==> src/rtl/count_sequencer.sv <==
// count_sequencer
//   Drives the select input of a 3-bit seven-segment decoder. The board clock
//   is divided down to a step tick of DIV cycles. On each step a wrap-around
//   3-bit counter moves up or down. A push-button edge toggles run/pause, and
//   a synchronous load writes the count directly. Every output comes straight
//   from a flop, so the decoder never sees a glitch.
//
// Ports
//   clk        board clock, rising-edge
//   reset      synchronous, active-high; overrides everything
//   start_stop raw (externally debounced) button level, async to clk
//   up         1 = count up, 0 = count down; only looked at on step cycles
//   load       level-sensitive load strobe, takes priority over stepping
//   load_val   value written to count while load is high
//   count      current count
//   run        1 = RUN, 0 = PAUSE
//   tick       one-cycle pulse aligned with each newly stepped count
//   wrap       one-cycle pulse aligned with a 7->0 (up) or 0->7 (down) step
module count_sequencer #(
    parameter int DIV = 50_000_000
) (
    input  logic       clk,
    input  logic       reset,
    input  logic       start_stop,
    input  logic       up,
    input  logic       load,
    input  logic [2:0] load_val,
    output logic [2:0] count,
    output logic       run,
    output logic       tick,
    output logic       wrap
);

    localparam int            DW   = $clog2(DIV);
    localparam logic [DW-1:0] LAST = DW'(DIV - 1);

    typedef enum logic {
        PAUSE = 1'b0,
        RUN   = 1'b1
    } state_t;

    state_t        state, state_next;
    logic          s1, s2, s3;
    logic          press;
    logic          step;
    logic [DW-1:0] div_cnt;

    // s1/s2 synchronize the button; s3 holds the previous synchronized level
    // so a held button yields a single press.
    assign press = s2 & ~s3;

    // A step uses the current state, so a press landing on a step edge still
    // lets that step happen while run drops on the same edge.
    assign step = (state == RUN) && (div_cnt == LAST) && !load;

    assign run = (state == RUN);

    always_ff @(posedge clk) begin
        if (reset) begin
            state <= PAUSE;
        end else begin
            state <= state_next;
        end
    end

    always_comb begin
        state_next = state;
        if (press) begin
            state_next = (state == RUN) ? PAUSE : RUN;
        end
    end

    always_ff @(posedge clk) begin
        if (reset) begin
            s1 <= 1'b0;
            s2 <= 1'b0;
            s3 <= 1'b0;
        end else begin
            s1 <= start_stop;
            s2 <= s1;
            s3 <= s2;
        end
    end

    always_ff @(posedge clk) begin
        if (reset) begin
            count   <= 3'd0;
            div_cnt <= '0;
            tick    <= 1'b0;
            wrap    <= 1'b0;
        end else if (load) begin
            // Restarting the prescaler makes the next step a full interval
            // after load is released.
            count   <= load_val;
            div_cnt <= '0;
            tick    <= 1'b0;
            wrap    <= 1'b0;
        end else if (step) begin
            count   <= up ? count + 3'd1 : count - 3'd1;
            div_cnt <= '0;
            tick    <= 1'b1;
            wrap    <= up ? (count == 3'd7) : (count == 3'd0);
        end else begin
            tick <= 1'b0;
            wrap <= 1'b0;
            // Paused: hold the partial interval so a resume finishes it.
            if (state == RUN) begin
                div_cnt <= div_cnt + DW'(1);
            end
        end
    end

endmodule

==> config.mk <==
export PLATFORM = sky130hd
export DESIGN_NAME = count_sequencer
export DESIGN_NICKNAME = d
export VERILOG_FILES = /design/src/rtl/count_sequencer.sv
export SDC_FILE = /design/constraint.sdc
export NUM_CORES = 1
export LEC_CHECK = 0
export CAP_MARGIN = 20
export CORE_MARGIN = 2
export CORE_UTILIZATION = 45
export CTS_BUF_LIST = sky130_fd_sc_hd__clkbuf_8
export DETAILED_ROUTE_END_ITERATION = 12
export PLACE_DENSITY = 0.63
export SLEW_MARGIN = 40
export SYNTH_ARGS = -nofsm -noshare
export SYNTH_HDL_FRONTEND = slang
export SYNTH_SLANG_ARGS = --single-unit
==> constraint.sdc <==
create_clock -name clk -period 2.6 [get_ports clk]
set_input_delay 0.52 -clock clk [delete_from_list [all_inputs] [get_ports clk]]
set_output_delay 0.52 -clock clk [all_outputs]
set_load 0.05 [all_outputs]
# After elaboration in Yosys (flattened, before gate mapping)
# Cells that the tools add are included.
dict set report op_classes {
  n_addsub 3
  eq_ne 2
  muxes 6
  n_bitwise 3
  reduce_logical 8
}
# operator n
set ops {}
lappend ops {{26-bit by 1-bit adder with 26-bit output, second input constant} 1}
lappend ops {{26-bit == test, second input constant} 1}
lappend ops {{3-bit two-way mux} 3}
lappend ops {{3-bit OR reduction} 2}
lappend ops {{3-bit by 1-bit adder with 3-bit output, second input constant} 1}
lappend ops {{3-bit == test, second input constant} 1}
lappend ops {{3-bit zero test} 1}
lappend ops {{1-bit two-way mux} 3}
lappend ops {{3-bit by 1-bit subtractor with 3-bit output, second input constant} 1}
lappend ops {{1-bit logical AND} 2}
lappend ops {{1-bit NOT} 2}
lappend ops {{2-bit nonzero test} 1}
lappend ops {{2-bit OR reduction} 1}
lappend ops {{1-bit AND} 1}
lappend ops {{1-bit zero test} 1}
dict set report totals {
  regBits 35
  in_bits 8
  output_inout_bits 6
  elab_cells 30
}

# Longest topological paths before layout
dict set report logic_depth {
  ltp_word 5
  depth_mapped 7
  depth_no_buf 6
}

# Worst setup path before layout
# OpenSTA, ideal clock, no wires.
dict set report synth_timing {
  path_kind {reg2reg}
  from {register state, in the netlist run}
  to {register count[1]}
  setup_ps 122
  t_arrival_ps 2036
  required_time_ps 2478
  slack_ps 443
  stages_incl_launch_ff 6
  n_path_buf 1
  period_less_slack_ps 2157
  path_cell_list {dfxtp_1 -> clkbuf_1 -> and3_1 -> nand3_1 -> or4_1 -> o311a_1}
}
dict set report synth_via {
  elab_chain_len 3
}
# element line
set synth_lines {}
lappend synth_lines {{from (decl)} 42} ;# state_t state, state_next;
lappend synth_lines {{from (signal assigned)} 62} ;# state <= state_next;
lappend synth_lines {{1-bit logical AND (2 in series)} 54} ;# assign step = (state == RUN) && (div_cnt == LAST) && !load;
lappend synth_lines {{2-bit nonzero test (no source line)} --}
lappend synth_lines {{to (signal assigned)} 94} ;# count <= load_val;
lappend synth_lines {{to (signal assigned)} 99} ;# count <= up ? count + 3'd1 : count - 3'd1;
lappend synth_lines {{to (decl)} 28} ;# output logic [2:0] count,
# No other way between the ends.
# A chain may end at the register's enable or synchronous reset.

# Worst setup path after layout
dict set report layout_timing {
  from {register div_cnt[7]}
  to {register count[1]}
}
dict set report layout_via {
  elab_chain_len 4
}
# element line
set layout_lines {}
lappend layout_lines {{from (decl)} 46} ;# logic [DW-1:0] div_cnt;
lappend layout_lines {{from (signal assigned)} 108} ;# div_cnt <= div_cnt + DW'(1);
lappend layout_lines {{26-bit == test} 54}
lappend layout_lines {{1-bit logical AND (2 in series)} 54}
lappend layout_lines {{2-bit nonzero test (no source line)} --}
# No other way between the ends.

==> summary.md <==
| Metric | Value |
|---|---|
| Status | completed |
| Port Buffers | 13 |
| Peak supply drop | between 0.0003 and 0.0004 V |
| Nets | about 220 |
| Worst skew pair latency | 0.28 ns |
| Pin count of the biggest net entering global routing | 19 |
| Cells after DPL | 248 |
| Cts hold-fix bufs | 0 |
| Ant diodes | 0 |
| DP Worst Slack | 0.0990 ns |
| Hold WS | between 0.4 and 0.5 ns |
| CTS Buffer Depth | 2 |
| Max frequency | 0.444 GHz |
| Yosys cell types | 42 |
| Syn Nets | 203 |
| Effective utilization at floorplan | 46.5% |
| Most frequent cells in the layout | dfxtp_1, nor2_1, nand4_1, clkdlybuf4s50_1, a21oi_1 |
| Most common cell after layout, fill and taps aside | dfxtp_1 |
| First DRT Iteration DRCs | 153 |
| Final instance area | 1950 um^2 |
| Initial antenna violation count | 0 |
| Pwr Total | 0.970 mW |
| Worst min path class | reg -> reg |
| Worst-path clk slew | 0.06 ns |
| Worst-Margin Slew | 0.495 ns |
| Final period util | 86.6% |
| Final Non-Filler Cells | 254 |
| Setup TNS Final | 0 ns |
| Vias in the first global route | about 1400 |
| Slew HR | around 67% |
| Post-CTS Setup Inserts | 0 |
| Synthesized cell area | 1700 um^2 |
| Via density | 5.81 |
| Clock Sinks | 35 |
| DR DRC count | 0 |
| Syn. warnings | 0 |
| Simple-gate area share of the yosys netlist | 32.7% |
| Main synth FF type | dfxtp_1 |
| Final hold violation count | 0 |
| IO Count | 14 |
| Remaining Overflow, GRT | 0 |
| Post-DP HPWL | 2540 um |
| Final GP Congestion | 0.795 |
| Average wire per cell in the routed design | roughly 13 um |
| Crit end category | flop |
| Area growth syn-to-layout | 14.3% |
| CP max FO | 11 |
| Fraction of registers with async set/reset | 0% |
| CTS buffer count | 5 |
| Die Area | 4300 um^2 |
| DRT Wirelength | 3420 um |
| Core Rows | 22 |
| #FFs+latches synth | 35 |
| Syn Inst Count | 193 |
| Final setup vio count | 0 |
| Fin crit period | 2.25 ns |
| Clock tree from TritonCTS | built |
| Xor-xnor portion of the synthesized cell area | 7.20% |
| Final worst slack | ~0.35 ns |
| Post-synthesis sequential area ratio | 41.1% |
| Drt first pass iters | 4 |
| Max_cap viols | 0 |
| Setup CP Type | reg -> reg |
| Area after DPL | around 1900 um^2 |
| Static leakage | between 0.6 and 0.7 nW |
| Ratio of cells with drive above 1 in the final layout | 6.31% |
| Post-synth EDFFs | 0 |
| CTS root buffer | clkbuf_8 |
| CORE AREA | 3660 um^2 |
| Worst Path Required | 2.76 ns |
| Die width | 65.5 um |
| Overall Global Routing Usage | 18.3% |
| Adder-Cell Fraction of Synth Area | 1.91% |
| Largest family of logic cells by synthesized area | simple AND/OR/NAND/NOR gates |
| Avg Synthesized Cell Area | 8.83 um^2 |
| Cts repair resizes | 0 |
| Compound-Gate Fraction of Synth Area | around 12% |
| Clock skew | 0.00457 ns |
| Mux contribution to synthesized area | less than 1% |
| Vias | approximately 1500 |
| RSZ-0062 raised after global routing | no |
| Antenna-violating nets left | 0 |
| Pwr dens | 498 nW/um^2 |
| RR Startpoint | div_cnt[7] |
| Fin util | 53.2% |
| First-pass GRT wire length | 6150 um |
| Worst Hold Launch | s1 |
| Critical path arrival | approximately 2.4 ns |
| H-tree depth | 2 |
| Max Slew Vio Count | 0 |
| Die Y | 65.5 um |
| CP Launch Type | flop |
| Critical path startpoint | div_cnt[7] |
## power breakdown
group | internal, mW | total [mW] | switching, mW
logic | 0.0351 | 0.0747 | 0.0396
registers | 0.543 | 0.551 | 0.00839
clock network | 0.174 | 0.343 | 0.169
## registers in the layout, indices dropped and copies added (netlist names)
| register | count |
|---|---|
| count | 3 |
| s2 | 1 |
| wrap | 1 |
| tick | 1 |
| s3 | 1 |
| div_cnt | 26 |
| run | 1 |
| s1 | 1 |
## routing by layer
| metal | global-route usage, % | wire, um | part of all wire, % | up-vias |
|---|---|---|---|---|
| met5 | 0 | 0 | 0 | - |
| met4 | 5.47 | 40 | 1.2 | 0 |
| met1 | 23.2 | 1610 | 47 | 706 |
| met3 | 5.48 | 125 | 3.7 | 6 |
| li1 | - | - | - | 741 |
| met2 | 30.1 | 1650 | 48 | 22 |
## cells in the mapped netlist, types with 5 or more instances
master,n,share of area [%]
dfxtp_1,35,41
nor2_1,19,4.2
nand4_1,13,4.8
a21oi_1,12,3.5
nand2_1,11,2.4
nand3_1,9,2.6
xor2_1,9,4.6
or3_1,8,2.9
or4_1,7,3.1
and4_1,6,3.1
clkbuf_1,5,1.1
nor2b_1,5,1.8
o21ai_0,5,1.5
xnor2_1,5,2.6
## area by class of cell
class                   count  area [um^2]
fillers                   334         1710
multi-input cells         144          927
flip-flops and latches     35          701
repair buffers             17          173
clock buffers               5         68.8
well taps                  48         60.1
inverters                   4         15.0
clock inverters             1         3.75
## worst max-delay path, cell delays in order (launching register included)
cell	delay (ns)
dfxtp_1	0.35
or4_1	0.58
or4_4	0.63
or4_1	0.43
o311a_1	0.14
## kinds of logic after synthesis
group / after synthesis
buffers and inverters: 14
AOI/OAI and AO/OA: 33
DFF: 35
xor gates and xnor gates: 14
muxes: 1
adders and majority gates: 2
and+or+nand+nor: 94
## worst paths after layout
path | end | slack, ns | cells past startpoint
worst max register to register | count[1] | 0.35 | 4
worst min-delay path | s2 | 0.44 | 1
worst min register to register | s2 | 0.44 | 1
worst max-delay path | count[1] | 0.35 | 4
(Power assumes the default switching activity.)
